==> src/rtl/cpu_pkg.sv <==
// Shared CPU definitions: fetch address map, nop encoding and the IF/ID latch record.
// Fetch-path helpers keep the address-window arithmetic in one place.
package cpu_pkg;

    localparam logic [31:0] RESET_PC  = 32'h0040_0000;
    localparam logic [31:0] BASE_ADDR = 32'h0040_0000;
    localparam int          IMEM_AW   = 11;
    localparam logic [31:0] NOP_INSTR = 32'h0000_0000;

    typedef struct packed {
        logic        valid;
        logic [31:0] instr;
        logic [31:0] pc;
        logic [31:0] pc4;
        logic        fault;
    } ifid_t;

    localparam ifid_t IFID_BUBBLE = '{
        valid: 1'b0,
        instr: NOP_INSTR,
        pc:    32'h0,
        pc4:   32'h0,
        fault: 1'b0
    };

    typedef enum logic [1:0] {
        PC_SEQ  = 2'd0,
        PC_HOLD = 2'd1,
        PC_BR   = 2'd2,
        PC_EXC  = 2'd3
    } pc_sel_e;

    // Any set bit above the window means out of range; PCs below BASE_ADDR wrap high and land here too.
    function automatic logic fetch_out_of_window(input logic [31:0] offset);
        return offset[31:IMEM_AW+2] != '0;
    endfunction

    function automatic logic fetch_fault(input logic [31:0] pc);
        logic [31:0] offset;
        offset = pc - BASE_ADDR;
        return (pc[1:0] != 2'b00) || fetch_out_of_window(offset);
    endfunction

    function automatic logic [IMEM_AW-1:0] word_index(input logic [31:0] pc);
        logic [31:0] offset;
        offset = pc - BASE_ADDR;
        return offset[IMEM_AW+1:2];
    endfunction

endpackage

==> src/rtl/if_id_reg.sv <==
// IF/ID pipeline latch: async reset to bubble, flush to bubble, hold on stall.
// Flush wins over stall so a redirect is never lost behind a hazard hold.
module if_id_reg
    import cpu_pkg::*;
(
    input  logic  clk,
    input  logic  rst_n,
    input  logic  stall,
    input  logic  flush,
    input  ifid_t d,
    output ifid_t q
);

    // NOTE: sequential state uses non-blocking assignments so every flop samples pre-edge values.
    always_ff @(posedge clk or negedge rst_n) begin
        if (!rst_n) begin
            q <= IFID_BUBBLE;
        end else if (flush) begin
            q <= IFID_BUBBLE;
        end else if (!stall) begin
            q <= d;
        end
    end

endmodule

==> src/rtl/if_fetch_stage.sv <==
// Instruction-fetch stage: PC register, next-PC selection, fetch fault check and IF/ID latch.
// imem_addr comes from the registered PC only, so no input reaches it combinationally.
module if_fetch_stage
    import cpu_pkg::*;
(
    input  logic               clk,
    input  logic               rst_n,
    input  logic               stall,
    input  logic               br_redirect,
    input  logic [31:0]        br_target,
    input  logic               exc_redirect,
    input  logic [31:0]        exc_target,
    output logic [IMEM_AW-1:0] imem_addr,
    input  logic [31:0]        imem_data,
    output logic [31:0]        pc_out,
    output logic               id_valid,
    output logic [31:0]        id_instr,
    output logic [31:0]        id_pc,
    output logic [31:0]        id_pc4,
    output logic               id_fault
);

    logic [31:0] pc;
    logic [31:0] pc_plus4;
    logic [31:0] pc_next;
    logic        fault;
    logic        redirect;
    pc_sel_e     pc_sel;
    ifid_t       ifid_d;
    ifid_t       ifid_q;

    assign pc_plus4  = pc + 32'd4;
    assign fault     = fetch_fault(pc);
    assign imem_addr = word_index(pc);
    assign pc_out    = pc;
    assign redirect  = exc_redirect | br_redirect;

    // NOTE: every always_comb output gets a default first, so no path can infer a latch.
    always_comb begin
        pc_sel = PC_SEQ;
        if (exc_redirect) begin
            pc_sel = PC_EXC;
        end else if (br_redirect) begin
            pc_sel = PC_BR;
        end else if (stall) begin
            pc_sel = PC_HOLD;
        end
    end

    always_comb begin
        pc_next = pc_plus4;
        unique case (pc_sel)
            PC_EXC:  pc_next = exc_target;
            PC_BR:   pc_next = br_target;
            PC_HOLD: pc_next = pc;
            default: pc_next = pc_plus4;
        endcase
    end

    always_ff @(posedge clk or negedge rst_n) begin
        if (!rst_n) begin
            pc <= RESET_PC;
        end else begin
            pc <= pc_next;
        end
    end

    // A faulting fetch still enters IF/ID as a valid slot so CP0 sees the fault with its PC.
    always_comb begin
        ifid_d.valid = 1'b1;
        ifid_d.instr = fault ? NOP_INSTR : imem_data;
        ifid_d.pc    = pc;
        ifid_d.pc4   = pc_plus4;
        ifid_d.fault = fault;
    end

    if_id_reg u_if_id_reg (
        .clk   (clk),
        .rst_n (rst_n),
        .stall (stall),
        .flush (redirect),
        .d     (ifid_d),
        .q     (ifid_q)
    );

    assign id_valid = ifid_q.valid;
    assign id_instr = ifid_q.instr;
    assign id_pc    = ifid_q.pc;
    assign id_pc4   = ifid_q.pc4;
    assign id_fault = ifid_q.fault;

endmodule

==> config.mk <==
export PLATFORM = sky130hd
export DESIGN_NAME = if_fetch_stage
export DESIGN_NICKNAME = d
export VERILOG_FILES = /design/src/rtl/cpu_pkg.sv /design/src/rtl/if_id_reg.sv /design/src/rtl/if_fetch_stage.sv
export SDC_FILE = /design/constraint.sdc
export NUM_CORES = 1
export LEC_CHECK = 0
export ABC_AREA = 1
export CAP_MARGIN = 20
export CORE_ASPECT_RATIO = 0.7
export CORE_MARGIN = 4
export CORE_UTILIZATION = 47
export CTS_CLUSTER_SIZE = 28
export DETAILED_ROUTE_END_ITERATION = 8
export PLACE_DENSITY = 0.86
export SLEW_MARGIN = 20
export SYNTH_ARGS = -nofsm -noshare
export SYNTH_HDL_FRONTEND = slang
export SYNTH_SLANG_ARGS = --single-unit
==> constraint.sdc <==
create_clock -name clk -period 3.4 [get_ports clk]
set_input_delay 0.51 -clock clk [delete_from_list [all_inputs] [get_ports clk]]
set_output_delay 0.51 -clock clk [all_outputs]
set_load 0.1 [all_outputs]
==> results.json <==
{
  "ys_seq_area_frac": 0.521,
  "diodes": 0,
  "die_w_um": 145,
  "grt_max_degree": 78,
  "syn-mean-instance-area_um2": 8.19,
  "clock_latency_ps": 410,
  "synthTopCellsByArea": "dfrtp_1, nand2_1, o21ai_1",
  "async_flop_share": 1.00,
  "max_slew.worst_pin.slew_ps": 1020,
  "arrival_ps": 2100,
  "ys_types": 30,
  "via_per_inst": 5.48,
  "drtIter0Drc": 640,
  "synth_compound_area_frac": 0.147,
  "fin_crit_sh": 0.767,
  "yosys_warnings": 0,
  "synth_top_family_by_area": "simple AND/OR/NAND/NOR gates",
  "cts_post_setup_buffers_inserted": 0,
  "synth_top_area_frac": 0.517,
  "setup_viol": 0,
  "num_rows": 34,
  "synth-seq-cells": 128,
  "crit_fanout": 7,
  "cts_buffer_depth": 2,
  "p_leak_nw": 4.04,
  "die_h_um": 104,
  "detail-route-antenna-nets": 0,
  "grt_pass1_wl_um": 33400,
  "slew_headroom": 0.315,
  "skew_ps": 5.58,
  "drt-pass1-iter-count": 5,
  "synthAdderAreaFrac": 0.00610,
  "end_kind": "output pin",
  "clk_pin_slew_worst_paths_ps": 60,
  "powerDensity_mw_per_mm2": 529,
  "coreArea_mm2": 0.0126,
  "synth.top_cells.by_count": "nand2_1, dfrtp_1, o21ai_1",
  "overflow": 0,
  "hold_viol": 0,
  "synth.most_common_cell": "nand2_1",
  "fill_cells": 962,
  "boundaryPins": 242,
  "synthToLayoutAreaGrowth_pct": 48.7,
  "netlist_instances": 751,
  "root_buffer": "clkbuf_16",
  "wl_um": 21100,
  "total_power_mw": 4.84,
  "cp_slowest_cell": "clkdlybuf4s50_1",
  "cts_tree": "yes",
  "cts.sinks": 128,
  "slowest_delay_ps": 1190,
  "status": "finished clean",
  "nNetsFinal": 1077,
  "cts_buffers": 17,
  "dp_hpwl_um": 15300,
  "rsz0062_at_grt": "false",
  "syn-num-nets": 855,
  "tns_ps": 0,
  "antenna_found_initial": 0,
  "slew_viol_final": 0,
  "synth-simple-area-share": 0.251,
  "hold_class": "in2async",
  "synthFlopType": "dfrtp_1",
  "synthMuxAreaShare": 0,
  "cts_resized": 0,
  "port_buffers": 241,
  "mappedNetlistArea_mm2": 0.00615,
  "grt_pass1_vias": 6216,
  "crit_type": "reg2out",
  "synth-edff-count": 0,
  "fmax_ghz": 0.383,
  "layout-drive-gt1-share": 0.104,
  "place_congestion": 0.939,
  "ir_worst_vdd_mv": 0.408,
  "synth_xor_area_frac": 0.00570,
  "h-tree-depth": 4,
  "worstPathRequired_ps": 2890,
  "crit_chain": "clkdlybuf4s50_1",
  "drv_cap": 0,
  "initial_core_util": 0.488,
  "via_count": 6288,
  "critPathTopFamily": "buffers and inverters",
  "wl_per_cell_um": 18.4,
  "die_area_mm2": 0.0150,
  "start_kind": "flop",
  "cts_hold_buf": 0,
  "hold_ws_ps": 62.0,
  "synth_area_leader_cell": "dfrtp_1",
  "drcViolationCount": 0,
  "fin_crit_ps": 2610,
  "grt_usage": 0.284,
  "crit_buf_inv": 1
}
## metal layers
| layer | share of wire | track usage |
|---|---|---|
| met5 | 0 | 0 |
| met4 | 0.030 | 0.0925 |
| met1 | 0.42 | 0.393 |
| met3 | 0.11 | 0.0866 |
| met2 | 0.44 | 0.426 |
## final timing paths
check,startpoint,to,slack (ps),cells after the start
setup / recovery,pc_out[4]$_DFFE_PN0P_,imem_addr[2],790,1
hold / removal,rst_n,u_if_id_reg.q[21]$_DFFE_PN0P_,60,1
setup reg to reg,pc_out[2]$_DFFE_PN0P_,pc_out[26]$_DFFE_PN0P_,1330,12
hold reg to reg,u_if_id_reg.q[72]$_DFFE_PN0P_,u_if_id_reg.q[72]$_DFFE_PN0P_,490,2
max in group asynchronous,rst_n,u_if_id_reg.q[81]$_DFFE_PN0P_,2570,2
min in group clk,u_if_id_reg.q[72]$_DFFE_PN0P_,u_if_id_reg.q[72]$_DFFE_PN0P_,490,2
## power breakdown
part           switching [mW]  internal, mW  total [mW]
clock                   0.672          1.21        1.88
combinational           0.933         0.319        1.25
sequential              0.110          1.60        1.71
## final cells by class
type	instances	area [um2]	area share
timing repair buffer	251	2440	0.267
tap	162	203	0.0222
clock buffer	22	474	0.0519
inverter	46	173	0.0189
clock inverter	9	131	0.0144
sequential	128	3200	0.350
multi-input combinational	529	2520	0.275
## sequential cells by signal, summed over array words and instances, names as in the netlist
register and count:
u_if_id_reg.q 96, pc_out 32
## stage by stage
stage / utilization / std cells / setup slack, ps / cell area (um2)
3_3_place_gp: 0.678 / 1116 / 949 / 8540
4_1_cts: 0.726 / 1147 / 778 / 9140
3_5_place_dp: 0.678 / 1116 / 859 / 8540
2_1_floorplan: - / 751 / 1080 / 6150
5_1_grt: 0.726 / 1147 / 729 / 9140
6_report: 0.726 / 1147 / 792 / 9140
## layout by cell type (no fill, tap or decap), drive strengths merged
cell type	Yosys	routed
nand3	26	26
bufinv	0	3
buf	33	40
a21oi	11	11
nor2	58	58
a31oi	1	1
o21ai	87	87
nand2	281	281
clkinvlp	0	3
nand4	2	2
clkinv	0	2
a22o	3	3
clkbuf	15	22
nor3	3	3
o21bai	1	1
nor4	2	2
ha	3	3
a221oi	11	11
clkdlybuf4s50	0	211
xor2	4	4
dfstp	1	1
a22oi	23	23
o211ai	13	13
inv	46	47
dfrtp	127	127
## kinds of logic (layout without fill, tap and decap cells)
family | Yosys count | in the layout
AO/OA/AOI/OAI | 150 | 150
buffers and inverters | 94 | 328
flip-flops | 128 | 128
XOR/XNOR | 4 | 4
adder cells (fa/ha/maj) | 3 | 3
AND/OR/NAND/NOR | 372 | 372
Power figures use the tool's default switching activity.
